### src/rtl/ex_muldiv_unit.sv
// Execute-stage iterative multiply/divide unit with HI/LO registers.
// One radix-2 step per cycle; stalls HI/LO users while a result is pending.
module ex_muldiv_unit #(
  parameter int DATA_WIDTH = 32,
  parameter int CNT_WIDTH  = 6
) (
  input  logic                  clk,
  input  logic                  reset,
  input  logic                  in_valid,
  input  logic [5:0]            in_funct,
  input  logic [DATA_WIDTH-1:0] in_rs_data,
  input  logic [DATA_WIDTH-1:0] in_rt_data,
  output logic                  out_busy,
  output logic                  out_stall,
  output logic [DATA_WIDTH-1:0] out_hi,
  output logic [DATA_WIDTH-1:0] out_lo,
  output logic [DATA_WIDTH-1:0] out_mf_data,
  output logic                  out_mf_sel,
  output logic                  out_done
);

  localparam int W = DATA_WIDTH;
  localparam logic [CNT_WIDTH-1:0] LAST = CNT_WIDTH'(W - 1);

  typedef enum logic [1:0] {
    IDLE,
    RUN,
    FINISH
  } state_t;

  state_t state_q, state_d;

  logic [CNT_WIDTH-1:0] cnt;
  logic [W-1:0]         op_b;
  logic [2*W-1:0]       acc;
  logic                 is_div;
  logic                 neg_q;
  logic                 neg_r;

  logic f_mfhi, f_mthi, f_mflo, f_mtlo;
  logic f_mult, f_multu, f_div, f_divu;
  logic md_start, md_op;

  assign f_mfhi  = in_valid & (in_funct == 6'h10);
  assign f_mthi  = in_valid & (in_funct == 6'h11);
  assign f_mflo  = in_valid & (in_funct == 6'h12);
  assign f_mtlo  = in_valid & (in_funct == 6'h13);
  assign f_mult  = in_valid & (in_funct == 6'h18);
  assign f_multu = in_valid & (in_funct == 6'h19);
  assign f_div   = in_valid & (in_funct == 6'h1A);
  assign f_divu  = in_valid & (in_funct == 6'h1B);

  assign md_start = f_mult | f_multu | f_div | f_divu;
  assign md_op    = md_start | f_mfhi | f_mthi
                  | f_mflo | f_mtlo;

  assign out_stall  = out_busy & md_op;
  assign out_mf_sel = (f_mfhi | f_mflo) & ~out_stall;

  // Start-of-op operand conditioning: magnitudes plus sign flags.
  logic         sgn_op, rs_neg, rt_neg, dzero, start_div;
  logic [W-1:0] rs_abs, rt_abs;

  assign sgn_op    = f_mult | f_div;
  assign start_div = f_div | f_divu;
  assign dzero     = start_div & (in_rt_data == '0);
  assign rs_neg    = sgn_op & in_rs_data[W-1] & ~dzero;
  assign rt_neg    = sgn_op & in_rt_data[W-1] & ~dzero;
  assign rs_abs    = rs_neg ? -in_rs_data : in_rs_data;
  assign rt_abs    = rt_neg ? -in_rt_data : in_rt_data;

  // One iteration step for each operation kind.
  logic [W:0]     mul_sum;
  logic [2*W-1:0] mul_next;
  logic [W:0]     rem_sh;
  logic           rem_ge;
  logic [W-1:0]   rem_new;
  logic [2*W-1:0] div_next;

  assign mul_sum  = {1'b0, acc[2*W-1:W]}
                  + {1'b0, acc[0] ? op_b : '0};
  assign mul_next = {mul_sum, acc[W-1:1]};

  assign rem_sh   = acc[2*W-1:W-1];
  assign rem_ge   = rem_sh >= {1'b0, op_b};
  assign rem_new  = rem_ge ? W'(rem_sh - {1'b0, op_b})
                           : rem_sh[W-1:0];
  assign div_next = {rem_new, acc[W-2:0], rem_ge};

  // Sign-corrected results written in FINISH.
  logic [2*W-1:0] mul_res;
  logic [W-1:0]   q_res, r_res;

  assign mul_res = neg_q ? -acc : acc;
  assign q_res   = neg_q ? -acc[W-1:0] : acc[W-1:0];
  assign r_res   = neg_r ? -acc[2*W-1:W] : acc[2*W-1:W];

  // MFHI/MFLO read port: registers only, no write bypass.
  always_comb begin
    out_mf_data = '0;
    unique case (1'b1)
      f_mfhi:  out_mf_data = out_hi;
      f_mflo:  out_mf_data = out_lo;
      default: ;
    endcase
  end

  // Next-state logic.
  always_comb begin
    state_d = state_q;
    unique case (state_q)
      IDLE:    if (md_start) state_d = RUN;
      RUN:     if (cnt == LAST) state_d = FINISH;
      FINISH:  state_d = IDLE;
      default: state_d = IDLE;
    endcase
  end

  // State register with registered busy/done flags.
  always_ff @(posedge clk or negedge reset) begin
    if (!reset) begin
      state_q  <= IDLE;
      out_busy <= 1'b0;
      out_done <= 1'b0;
    end else begin
      state_q  <= state_d;
      out_busy <= (state_d != IDLE);
      out_done <= (state_q == FINISH);
    end
  end

  // Operand latch and iterative datapath.
  always_ff @(posedge clk or negedge reset) begin
    if (!reset) begin
      cnt    <= '0;
      op_b   <= '0;
      acc    <= '0;
      is_div <= 1'b0;
      neg_q  <= 1'b0;
      neg_r  <= 1'b0;
    end else if (state_q == IDLE) begin
      if (md_start) begin
        cnt    <= '0;
        is_div <= start_div;
        neg_q  <= rs_neg ^ rt_neg;
        neg_r  <= rs_neg;
        op_b   <= start_div ? rt_abs : rs_abs;
        acc    <= {{W{1'b0}},
                   start_div ? rs_abs : rt_abs};
      end
    end else if (state_q == RUN) begin
      cnt <= cnt + CNT_WIDTH'(1);
      acc <= is_div ? div_next : mul_next;
    end
  end

  // HI/LO architectural registers.
  always_ff @(posedge clk or negedge reset) begin
    if (!reset) begin
      out_hi <= '0;
      out_lo <= '0;
    end else if (state_q == FINISH) begin
      out_hi <= is_div ? r_res : mul_res[2*W-1:W];
      out_lo <= is_div ? q_res : mul_res[W-1:0];
    end else if (state_q == IDLE) begin
      if (f_mthi) out_hi <= in_rs_data;
      if (f_mtlo) out_lo <= in_rs_data;
    end
  end

endmodule

### config.mk
export PLATFORM = sky130hd
export DESIGN_NAME = ex_muldiv_unit
export DESIGN_NICKNAME = d
export VERILOG_FILES = /design/src/rtl/ex_muldiv_unit.sv
export SDC_FILE = /design/constraint.sdc
export NUM_CORES = 1
export LEC_CHECK = 0
export BUFFER_PORTS_ARGS = -buffer_cell sky130_fd_sc_hd__buf_2
export CORE_ASPECT_RATIO = 0.9
export CORE_MARGIN = 5
export CORE_UTILIZATION = 48
export CTS_CLUSTER_DIAMETER = 40
export DETAILED_ROUTE_END_ITERATION = 10
export GPL_TIMING_DRIVEN = 0
export PLACE_DENSITY = 0.7
export REMOVE_ABC_BUFFERS = 1
export SETUP_SLACK_MARGIN = 0.4
export SYNTH_ARGS = -nofsm -noshare
export SYNTH_HDL_FRONTEND = slang
export SYNTH_SLANG_ARGS = --single-unit
### constraint.sdc
create_clock -name clk -period 8.92 [get_ports clk]
set_input_delay 0.892 -clock clk [delete_from_list [all_inputs] [get_ports clk]]
set_output_delay 0.892 -clock clk [all_outputs]
set_load 0.05 [all_outputs]
==> impl_metrics.yaml <==
sta:
  fin_worst_skew_ps: 11.0
  worstMarginPinSlew_ps: 1420
  period_minus_slack_ps: 4550
  setup_viol: 0
  timing.final.crit_share_pct: 51.0
  slew_viol_final: 0
  hold_viol: 0
  fmax_mhz: 220
  max_slew_margin_pct: 4.14
  rsz0062_at_grt: "no"
  worst_slack_ps: 4370
worst_setup_path:
  crit_path_max_incr_delay_ps: 810
  worstPathRequired_ps: 9290
  slowest_stage: "inv_1"
  rrSetupSlack_ps: 4370
  path_cells: "inv_1 > ha_1 > nand2b_1 > or4_4 > or2_0 > o31ai_4 > nand3_2 > o41ai_2 > xnor2_1 > nand2_1 > o21ai_1"
  crit_fanout: 31
  critical_path_class: "reg2reg"
  crit_path_end_kind: "register"
  worstPathArrival_ps: 4920
  startpoint_type: "register"
clocking:
  clk_latency_ps: 450
  clockRootBuffer: "clkbuf_16"
  cts.sinks: 173
  cts_buffers: 17
  ctsHoldBuffers: 0
  max-clock-path-buffers: 2
  cts_tree: "built"
  post_cts_buffers: 0
  cts_htree_levels: 4
  post_cts_resized: 0
  clk_pin_slew_ps: 80
detailed_routing:
  dr.pass1.iters: 6
  wl_met2_mm: 24.4
  wl_met3_mm: 4.39
  drc_errors: 0
  vias: 15900
  via_per_inst: 6.30
  wl_met1_mm: 24.5
  antenna_left: 0
  drt_first_iter_violations: 1559
  routed.top_layer: "met4"
  wire_per_inst_um: 21.9
  drt-total-wl_mm: 55.3
global_route:
  grt_pass1_wl_mm: 85.6
  grt_util_all_layers_pct: 29.6
  grt_max_degree: 115
  overflow: 0
  grt_pass1_vias: 15000
  antenna_found_initial: 0
synth:
  ys_top_cells_by_count: "nand2_1, o21ai_0, nor2_1, dfrtp_1, a21oi_1"
  synth_area_leader_cell: "dfrtp_1"
  syn_inst: 2000
  yosys_register_bits: 173
  post-synth-top-count-cell: "nand2_1"
  synth_cell_types: 75
  ys.flop_type: "dfrtp_1"
  synth-edff-count: 0
  synth_top_area_share_pct: 27.8
  syn_avg_cell_area_um2: 7.80
  synth_area_leaders: "dfrtp_1, mux2i_1, o21ai_0"
  syn_area_um2: 15600
  async_reset_ff_share_pct: 100
  yosysSeqAreaShare_pct: 27.8
  synth_warnings: 0
floorplanning:
  coreArea_um2: 32000
  die_area_um2: 36200
  io_pins: 173
  die_x_um: 200
  std_cell_rows: 62
  dieHeight_um: 181
  start_util_pct: 48.8
place:
  place_hpwl_mm: 41.0
  numPortBuffers: 172
  gp_congestion: 0.955
  dpl_worst_slack_ps: 4190
  place_area_um2: 16900
  dpl.cell_count: 2491
hold_path:
  hp-class: "in2async"
layout:
  postLayoutCoreUtil_pct: 54.8
  diodes: 0
  drive_above_1_share_pct: 12.4
  fin_nets: 2239
  fin_area_um2: 17500
  num-fill-cells: 3046
  syn_to_final_growth_pct: 12.3
  instances_no_fill: 2524
power_and_ir_drop:
  netSwitchingFraction_pct: 51.7
  power_frac_comb_pct: 58.5
  p_per_area_nw_per_um2: 314
  power_uw: 5500
  ir_worst_vdd_mv: 0.234
  leakage_uw: 0.00775
  p_int_uw: 2660
  switchingPower_uw: 2840
  seq_power_share_pct: 26.8
  pwr-share-clk_pct: 14.7
run_status:
  status: "complete, no violations"
flow_run:
  cap_violations: 0
-- final cells by class --
type,count,area [um2],area share (%)
flip-flops and latches,173,4330,24.7
clock inverters,13,161,0.921
multi-input cells,1644,10600,60.7
well taps,416,520,2.97
inverters,71,269,1.54
repair buffers,188,1160,6.61
clock buffers,19,443,2.53
-- registers in the layout (all words and copies together) (netlist names) --
name,cells
acc,64
state_q,2
cnt,6
out_busy,1
is_div,1
neg_r,1
out_lo,32
op_b,32
neg_q,1
out_hi,32
out_done,1
-- layout by cell type, fill, tap and decap left out, types with 24 or more instances in the layout --
cell type,netlist,layout
nor3_1,35,35
a31oi_1,24,24
mux2i_1,135,135
a21o_1,32,32
o21ai_0,224,224
xor2_1,64,64
inv_1,70,69
o211ai_1,37,37
nor2_1,176,174
nand3_1,53,52
dfrtp_1,173,172
ha_1,69,69
buf_2,5,170
a21oi_1,153,152
xnor2_1,100,100
nand2_1,233,233
-- metrics by stage --
step                      setup TNS (ps)  hold WS, ps
after global routing                   0          408
after detailed placement               0          471
after global placement            -34570          453
final                                  0          372
after floorplan                        0          441
after CTS                              0          399
-- logic make-up (layout without fill, tap and decap cells) --
kind of cell               count (synthesis)  count (layout)  share of synthesized area [%]
DFF                                      173             173                           27.8
and+or+nand+nor                          650             650                           19.5
muxes                                    145             145                           9.39
adders and majority gates                 71              71                           5.79
AOI/OAI and AO/OA                        614             614                           23.9
buffers and inverters                    183             291                           4.47
xor gates and xnor gates                 164             164                           9.21
-- critical path, delay by kind of cell, from the launching register on --
family / cells / cell delay [ps]
flops: 1 / 470
fa+ha+maj: 1 / 310
compound gates: 3 / 1110
xor+xnor: 1 / 190
buf+inv: 1 / 810
simple gates: 5 / 1560
-- layer usage --
layer | up-vias | track usage (%)
met3 | 116 | 5.12
met1 | 7665 | 42.3
met5 | - | 0
met4 | 0 | 10.2
met2 | 723 | 45.4
li1 | 7394 | -
-- path summary, 6_finish.rpt --
path | startpoint | end | cells after the start
max | acc[0] | out_hi[24] | 11
min | reset | acc[39] | 1
max reg2reg | acc[0] | out_hi[24] | 11
min reg2reg | cnt[5] | state_q[1] | 1
max in group asynchronous | reset | is_div | 2
min in group clk | cnt[5] | state_q[1] | 1
-- power by group through the flow --
stage	Combinational (uW)	Sequential (uW)	Clock (uW)
2_1_floorplan	1930	1800	0
3_3_place_gp	3110	1460	0
3_5_place_dp	3170	1470	0
4_1_cts	3190	1460	810
5_1_grt	3510	1510	845
6_report	3220	1480	807
Note: power is estimated with default switching activity, not from simulation.
